===== config.mk =====
export PLATFORM = sky130hd
export DESIGN_NAME = nvdla_csb_initiator_flat
export DESIGN_NICKNAME = d
export VERILOG_FILES = /design/src/rtl/nvdla_csb_initiator_if.sv /design/src/rtl/nvdla_csb_initiator.sv /design/src/flat_wrapper.sv
export SDC_FILE = /design/constraint.sdc
export NUM_CORES = 1
export LEC_CHECK = 0
export CORE_MARGIN = 2
export CORE_UTILIZATION = 66
export CTS_BUF_LIST = sky130_fd_sc_hd__clkbuf_4 sky130_fd_sc_hd__clkbuf_8
export DETAILED_ROUTE_END_ITERATION = 6
export DONT_BUFFER_PORTS = 1
export GPL_TIMING_DRIVEN = 0
export PLACE_DENSITY = 0.8
export SLEW_MARGIN = 20
export SYNTH_ARGS = -nofsm -noshare
export SYNTH_HDL_FRONTEND = slang
export SYNTH_SLANG_ARGS = --single-unit

===== constraint.sdc =====
create_clock -name nvdla_core_clk -period 8.96 [get_ports nvdla_core_clk]
set_input_delay 0 -clock nvdla_core_clk [delete_from_list [all_inputs] [get_ports nvdla_core_clk]]
set_output_delay 0 -clock nvdla_core_clk [all_outputs]
set_load 0.03 [all_outputs]

===== src/rtl/nvdla_csb_initiator_if.sv =====
// Boundary bundle of the CSB initiator: host command/completion side,
// CSB request/response side and the stray-response counter.
interface nvdla_csb_initiator_if;
   // host command
   logic        cmd_valid;
   logic        cmd_ready;
   logic        cmd_write;
   logic        cmd_nposted;
   logic [21:0] cmd_addr;
   logic [31:0] cmd_wdat;
   logic [3:0]  cmd_wrbe;
   // CSB request
   logic        csb_req_pvld;
   logic        csb_req_prdy;
   logic [62:0] csb_req_pd;
   // CSB response
   logic        csb_resp_valid;
   logic [33:0] csb_resp_pd;
   // host completion
   logic        rsp_valid;
   logic        rsp_ready;
   logic [31:0] rsp_rdat;
   logic        rsp_error;
   logic        rsp_timeout;
   // diagnostics
   logic [7:0]  stray_cnt;

   // initiator view
   modport master (
      input  cmd_valid, cmd_write, cmd_nposted, cmd_addr, cmd_wdat, cmd_wrbe,
      output cmd_ready,
      output csb_req_pvld, csb_req_pd,
      input  csb_req_prdy,
      input  csb_resp_valid, csb_resp_pd,
      output rsp_valid, rsp_rdat, rsp_error, rsp_timeout,
      input  rsp_ready,
      output stray_cnt
   );

   // host / CSB target view
   modport slave (
      output cmd_valid, cmd_write, cmd_nposted, cmd_addr, cmd_wdat, cmd_wrbe,
      input  cmd_ready,
      input  csb_req_pvld, csb_req_pd,
      output csb_req_prdy,
      output csb_resp_valid, csb_resp_pd,
      input  rsp_valid, rsp_rdat, rsp_error, rsp_timeout,
      output rsp_ready,
      input  stray_cnt
   );
endinterface


===== src/rtl/nvdla_csb_initiator.sv =====
// Single-outstanding CSB initiator: accepts one host command, issues it as a
// CSB request packet, waits for the matching response (or times out) and
// presents one completion to the host. Responses arriving when nothing is
// pending are dropped and counted.
module nvdla_csb_initiator #(
   parameter int TIMEOUT = 255
) (
   input  logic                    nvdla_core_clk,
   input  logic                    nvdla_core_rst,
   nvdla_csb_initiator_if.master   csb_if
);

   typedef enum logic [1:0] {
      S_IDLE = 2'd0,
      S_REQ  = 2'd1,
      S_WAIT = 2'd2,
      S_DONE = 2'd3
   } state_t;

   // last WAIT cycle index before a timeout completion is declared
   localparam logic [15:0] CNT_LAST = 16'(TIMEOUT - 1);

   state_t      r_state;
   state_t      w_state_nxt;
   logic [62:0] r_req_pd;
   logic [15:0] r_cnt;
   logic [31:0] r_rdat;
   logic        r_error;
   logic        r_timeout;
   logic [7:0]  r_stray;

   logic        w_cmd_hs;
   logic        w_req_hs;
   logic        w_resp_hit;
   logic        w_timeout;
   logic        w_stray;
   logic        w_posted;
   logic        w_pend_write;

   // Request packet layout: level[62:61]=0, wrbe[60:57], srcpriv[56]=0,
   // nposted[55], write[54], wdat[53:22], addr[21:0]. Write-only fields are
   // forced to zero for reads so the target never sees stale data.
   function automatic logic [62:0] pack_req(
      input logic        write,
      input logic        nposted,
      input logic [21:0] addr,
      input logic [31:0] wdat,
      input logic [3:0]  wrbe
   );
      logic [31:0] v_wdat;
      logic [3:0]  v_wrbe;
      logic        v_np;
      v_wdat = write ? wdat    : 32'd0;
      v_wrbe = write ? wrbe    : 4'd0;
      v_np   = write ? nposted : 1'b0;
      return {2'b00, v_wrbe, 1'b0, v_np, write, v_wdat, addr};
   endfunction

   // A response is in error if the target flagged it, or if its type bit
   // (write ack vs read data) disagrees with what is pending.
   function automatic logic resp_err(
      input logic [33:0] pd,
      input logic        pend_write
   );
      return pd[32] | (pd[33] != pend_write);
   endfunction

   function automatic logic [7:0] sat_inc8(input logic [7:0] v);
      return (v == 8'hFF) ? v : v + 8'd1;
   endfunction

   assign w_pend_write = r_req_pd[54];
   assign w_posted     = r_req_pd[54] & ~r_req_pd[55];
   assign w_cmd_hs     = (r_state == S_IDLE) & csb_if.cmd_valid;
   assign w_req_hs     = (r_state == S_REQ) & csb_if.csb_req_prdy;
   assign w_resp_hit   = (r_state == S_WAIT) & csb_if.csb_resp_valid;
   assign w_timeout    = (r_state == S_WAIT) & ~csb_if.csb_resp_valid & (r_cnt == CNT_LAST);
   assign w_stray      = (r_state != S_WAIT) & csb_if.csb_resp_valid;

   // Next-state selection; a response beats a coincident timeout.
   always_comb begin
      w_state_nxt = r_state;
      case (r_state)
         S_IDLE: if (csb_if.cmd_valid) w_state_nxt = S_REQ;
         S_REQ:  if (csb_if.csb_req_prdy) w_state_nxt = w_posted ? S_DONE : S_WAIT;
         S_WAIT: if (csb_if.csb_resp_valid || (r_cnt == CNT_LAST)) w_state_nxt = S_DONE;
         S_DONE: if (csb_if.rsp_ready) w_state_nxt = S_IDLE;
         default: w_state_nxt = S_IDLE;
      endcase
   end

   // State register.
   always_ff @(posedge nvdla_core_clk or posedge nvdla_core_rst) begin
      if (nvdla_core_rst) r_state <= S_IDLE;
      else                r_state <= w_state_nxt;
   end

   // Request packet captured at command acceptance, held through REQ/WAIT.
   always_ff @(posedge nvdla_core_clk or posedge nvdla_core_rst) begin
      if (nvdla_core_rst) r_req_pd <= '0;
      else if (w_cmd_hs)
         r_req_pd <= pack_req(csb_if.cmd_write, csb_if.cmd_nposted, csb_if.cmd_addr,
                              csb_if.cmd_wdat, csb_if.cmd_wrbe);
   end

   // WAIT cycle counter: cleared on request issue, counts idle WAIT cycles.
   always_ff @(posedge nvdla_core_clk or posedge nvdla_core_rst) begin
      if (nvdla_core_rst)                      r_cnt <= '0;
      else if (w_req_hs)                       r_cnt <= '0;
      else if ((r_state == S_WAIT) && !csb_if.csb_resp_valid && !w_timeout)
                                               r_cnt <= r_cnt + 16'd1;
   end

   // Completion fields, loaded on the transition into DONE and then held.
   always_ff @(posedge nvdla_core_clk or posedge nvdla_core_rst) begin
      if (nvdla_core_rst) begin
         r_rdat    <= '0;
         r_error   <= 1'b0;
         r_timeout <= 1'b0;
      end else if (w_req_hs && w_posted) begin
         r_rdat    <= '0;
         r_error   <= 1'b0;
         r_timeout <= 1'b0;
      end else if (w_resp_hit) begin
         r_rdat    <= csb_if.csb_resp_pd[31:0];
         r_error   <= resp_err(csb_if.csb_resp_pd, w_pend_write);
         r_timeout <= 1'b0;
      end else if (w_timeout) begin
         r_rdat    <= '0;
         r_error   <= 1'b1;
         r_timeout <= 1'b1;
      end
   end

   // Saturating count of responses that arrive with nothing pending.
   always_ff @(posedge nvdla_core_clk or posedge nvdla_core_rst) begin
      if (nvdla_core_rst) r_stray <= '0;
      else if (w_stray)   r_stray <= sat_inc8(r_stray);
   end

   assign csb_if.cmd_ready    = (r_state == S_IDLE);
   assign csb_if.csb_req_pvld = (r_state == S_REQ);
   assign csb_if.csb_req_pd   = r_req_pd;
   assign csb_if.rsp_valid    = (r_state == S_DONE);
   assign csb_if.rsp_rdat     = r_rdat;
   assign csb_if.rsp_error    = r_error;
   assign csb_if.rsp_timeout  = r_timeout;
   assign csb_if.stray_cnt    = r_stray;

endmodule


===== src/flat_wrapper.sv =====
// flat-port wrapper written by rule: the top's interface ports become plain ports
module nvdla_csb_initiator_flat 
#(
   parameter int TIMEOUT = 255
)
  (nvdla_core_clk, nvdla_core_rst, csb_if_cmd_valid, csb_if_cmd_write, csb_if_cmd_nposted, csb_if_cmd_addr, csb_if_cmd_wdat, csb_if_cmd_wrbe, csb_if_cmd_ready, csb_if_csb_req_pvld, csb_if_csb_req_pd, csb_if_csb_req_prdy, csb_if_csb_resp_valid, csb_if_csb_resp_pd, csb_if_rsp_valid, csb_if_rsp_rdat, csb_if_rsp_error, csb_if_rsp_timeout, csb_if_rsp_ready, csb_if_stray_cnt);
  nvdla_csb_initiator_if csb_if_i ();
  input  logic nvdla_core_clk;
  input  logic nvdla_core_rst;
  input wire logic [$bits(csb_if_i.cmd_valid)-1:0] csb_if_cmd_valid;
  input wire logic [$bits(csb_if_i.cmd_write)-1:0] csb_if_cmd_write;
  input wire logic [$bits(csb_if_i.cmd_nposted)-1:0] csb_if_cmd_nposted;
  input wire logic [$bits(csb_if_i.cmd_addr)-1:0] csb_if_cmd_addr;
  input wire logic [$bits(csb_if_i.cmd_wdat)-1:0] csb_if_cmd_wdat;
  input wire logic [$bits(csb_if_i.cmd_wrbe)-1:0] csb_if_cmd_wrbe;
  output wire logic [$bits(csb_if_i.cmd_ready)-1:0] csb_if_cmd_ready;
  output wire logic [$bits(csb_if_i.csb_req_pvld)-1:0] csb_if_csb_req_pvld;
  output wire logic [$bits(csb_if_i.csb_req_pd)-1:0] csb_if_csb_req_pd;
  input wire logic [$bits(csb_if_i.csb_req_prdy)-1:0] csb_if_csb_req_prdy;
  input wire logic [$bits(csb_if_i.csb_resp_valid)-1:0] csb_if_csb_resp_valid;
  input wire logic [$bits(csb_if_i.csb_resp_pd)-1:0] csb_if_csb_resp_pd;
  output wire logic [$bits(csb_if_i.rsp_valid)-1:0] csb_if_rsp_valid;
  output wire logic [$bits(csb_if_i.rsp_rdat)-1:0] csb_if_rsp_rdat;
  output wire logic [$bits(csb_if_i.rsp_error)-1:0] csb_if_rsp_error;
  output wire logic [$bits(csb_if_i.rsp_timeout)-1:0] csb_if_rsp_timeout;
  input wire logic [$bits(csb_if_i.rsp_ready)-1:0] csb_if_rsp_ready;
  output wire logic [$bits(csb_if_i.stray_cnt)-1:0] csb_if_stray_cnt;
  assign csb_if_i.cmd_valid = csb_if_cmd_valid;
  assign csb_if_i.cmd_write = csb_if_cmd_write;
  assign csb_if_i.cmd_nposted = csb_if_cmd_nposted;
  assign csb_if_i.cmd_addr = csb_if_cmd_addr;
  assign csb_if_i.cmd_wdat = csb_if_cmd_wdat;
  assign csb_if_i.cmd_wrbe = csb_if_cmd_wrbe;
  assign csb_if_cmd_ready = csb_if_i.cmd_ready;
  assign csb_if_csb_req_pvld = csb_if_i.csb_req_pvld;
  assign csb_if_csb_req_pd = csb_if_i.csb_req_pd;
  assign csb_if_i.csb_req_prdy = csb_if_csb_req_prdy;
  assign csb_if_i.csb_resp_valid = csb_if_csb_resp_valid;
  assign csb_if_i.csb_resp_pd = csb_if_csb_resp_pd;
  assign csb_if_rsp_valid = csb_if_i.rsp_valid;
  assign csb_if_rsp_rdat = csb_if_i.rsp_rdat;
  assign csb_if_rsp_error = csb_if_i.rsp_error;
  assign csb_if_rsp_timeout = csb_if_i.rsp_timeout;
  assign csb_if_i.rsp_ready = csb_if_rsp_ready;
  assign csb_if_stray_cnt = csb_if_i.stray_cnt;
  nvdla_csb_initiator #(.TIMEOUT(TIMEOUT)) u_core (.nvdla_core_clk(nvdla_core_clk), .nvdla_core_rst(nvdla_core_rst), .csb_if(csb_if_i));
endmodule

==> metrics <==
HPWL after detailed placement 8693 um; DR WL met3 1612 um; DRC errors left 0; mux share of post-synthesis cell area between 5 and 6%; initial antenna violation count 3; Ys Warns 0; Slew HR 58.73%; endpoints failing setup 0; met1 wire length 5665 um; row cnt 32; DR WL/cell approximately 24 um; Hold Path Stages 4; io pins 208; gr usage total 40.24%; Avg Cell Area, Syn 11.40 um^2; 1st-iter DRT viols between 300 and 400; status finished, final reports clean; CTS buffer count 17; fin crit share 29.21%; final setup TNS 0 ps; Synth top area share 58.78%; reg2reg start u_core.r_state[0]; I/O Buffers 0; die area 0.008460 mm^2; largest net degree at the start of global routing 71; Compound-Gate Fraction of Synth Area roughly 15%; WP data arrival approximately 3000 ps; root buf cell clkbuf_8; cell mode on critical path nand2_1; uppermost layer routed met4; pwr dens 365.3 mW/mm^2; worst-path cell chain inv_1 > ha_1 > nand2_1 > buf_1 > clkbuf_1 > nand2_1 > o21ai_0; Yosys reg bits 120; placeable core region between 0.007 and 0.008 mm^2; hold_sp csb_if_csb_resp_valid; Final Hold Vio Count 0; commonest non-fill, non-tap cell in the layout dfrtp_1; die height 91.98 um; Critical Path Start Type flip-flop; commonest cells after routing, fill and taps aside dfrtp_1, dlygate4sd3_1, nand2_1; reg2reg path depth 7; gr ovfl total 0; Routed Antenna Nets 0; worst hold path class input port to flip-flop; Crit. End Element flip-flop; largest family of logic cells by synthesized area compound AO/OA/AOI/OAI gates; Die Wd between 90 and 100 um; vias in the first global route 4693; Reg clk slew, reported paths 70 ps; CTS H-tree depth 4; Layout Nets 687; Post-CTS Setup Inserts 0; 1st-pass router iterations 6; post-placement cell count about 550; pre-CTS WS roughly 6500 ps; Area contributors post-synth dfrtp_1, nand2_1, a22o_1, mux2_2, o21ai_0; EDFF count, synth 0; top_reg_cell synth dfrtp_1; Max Cap Viol 0; DRT Wirelength 16390 um; XOR/XNOR Fraction of Synth Area roughly 1.7%; max incr delay on CP 530 ps; Vias 4471; RSZ-0062 raised after global routing false; CTS tree yes; PostCTS Resize Cnt 0; R2R Path End u_core.csb_if.csb_req_pd[22]; WP data required just over 9000 ps; Yosys cell types 63; WS Path Type flip-flop to flip-flop; share of cells above drive strength 1 approximately an eighth; ys async rst share 100.0%; met2 WL roughly 8400 um; Seq/Total Area, Yosys about three fifths; Worst-Margin Slew 619.0 ps; utilization after layout 89.31%; Synth Area in Simple Gates 13.15%; clk_skew ~13 ps; Tot Pwr 2482 uW; routed vias/inst 6.415; leakage 0.003037 uW; fin crit period 2618 ps; placer congestion estimate between 0.8 and 0.9; flop-to-flop setup slack 6340 ps; Mapped Cells 448; Hold Path End u_core.r_cnt[1]; area grow syn2layout 32.99%; Layout Cells excl Fill about 700; Worst VDD drop around 0.22 mV; starting density of the core between 60% and 70%; cell taking the most area after synthesis dfrtp_1; Mapped Area 0.005109 mm^2; Worst path slowest cell buf_1; global-route wire length before repair 25530 um; CTS Sinks 120; final setup margin 6342 ps; clk_lat worst skew about 420 ps; CTS Buffer Depth 2; Post-Synth Adder-Cell Area 1.959%; CP max FO 10; Slew Limit Fails 0; f_max 382.0 MHz; Layout fillers between 300 and 400
## timing repair
| item | in CTS | in global routing |
|---|---|---|
| endpoints found under the hold margin | 222 | 0 |
| hold buffers | 109 | 0 |
| endpoints found under the setup margin | 0 | 0 |
## synthesized netlist by cell type (all sizes together), types with 4 or more instances
| master | instances |
|---|---|
| dfrtp | 120 |
| nand2 | 85 |
| o21ai | 38 |
| a22o | 32 |
| mux2 | 25 |
| clkbuf | 17 |
| buf | 12 |
| inv | 11 |
| a21oi | 10 |
| nor2 | 10 |
| ha | 8 |
| nand3 | 5 |
| o31ai | 5 |
| or4 | 5 |
| xnor2 | 5 |
| xor2 | 5 |
| and3 | 4 |
| nor3 | 4 |
## worst max-delay path, delay by kind of cell, from the launching register on
family / cells / cell delay [ps]
flops: 1 / 390
compound gates: 1 / 160
simple gates: 2 / 490
buf+inv: 3 / 1090
fa+ha+maj: 1 / 360
## metrics by stage
step	instance area, um^2	hold WS (ps)
after floorplan	5116	132.5
after global placement	5244	133.2
after detailed placement	5276	-68.81
after CTS	6787	11.98
after global routing	6794	23.12
final	6794	15.55
## where the power goes
| group | internal, uW | switching (uW) |
|---|---|---|
| clock | 284 | 232 |
| combinational | 249 | 304 |
| sequential | 758 | 654 |
## state kept, by name, indices dropped and copies added, names as in the netlist
name and count:
u_core.csb_if.csb_req_pd 60, u_core.csb_if.rsp_error 1, u_core.csb_if.rsp_rdat 32, u_core.csb_if.rsp_timeout 1
u_core.r_state 2, u_core.r_cnt 16, u_core.csb_if.stray_cnt 8
## final cells by class
| cell class | instances | area, um^2 | share of cell area [%] |
|---|---|---|---|
| clock buffer | 19 | 249.0 | 3.665 |
| clock inverter | 13 | 170.2 | 2.505 |
| antenna | 3 | 7.507 | 0.1105 |
| inverter | 11 | 46.29 | 0.6814 |
| timing repair buffer | 110 | 1119 | 16.46 |
| multi-input combinational | 290 | 1904 | 28.03 |
| sequential | 120 | 3003 | 44.20 |
| tap | 102 | 127.6 | 1.878 |
| buffer | 29 | 167.7 | 2.468 |
## worst max-delay path by stage
stage          slack, ps              start  depth (start not counted)                      endpoint
2_1_floorplan       5770     nvdla_core_rst                          1   u_core.csb_if.csb_req_pd[0]
3_3_place_gp        4730     nvdla_core_rst                          1   u_core.csb_if.csb_req_pd[5]
3_5_place_dp        6540  u_core.r_state[1]                          8     u_core.csb_if.rsp_rdat[1]
4_1_cts             6460  u_core.r_state[0]                          7       u_core.csb_if.rsp_error
5_1_grt             6240  u_core.r_state[0]                          7  u_core.csb_if.csb_req_pd[22]
6_report            6340  u_core.r_state[0]                          7  u_core.csb_if.csb_req_pd[22]
## metal layers
metal / vias to the layer above / global-route usage (%)
li1: 1854 / -
met1: 2165 / 47.07
met2: 372 / 68.20
met3: 80 / 12.90
met4: 0 / 17.91
met5: - / 0
## cells by family after synthesis
family	Yosys count
and+or+nand+nor	137
xor gates and xnor gates	10
other	1
buffers and inverters	40
AOI/OAI and AO/OA	107
muxes	25
DFF	120
adders and majority gates	8
Power figures use the tool's default switching activity.
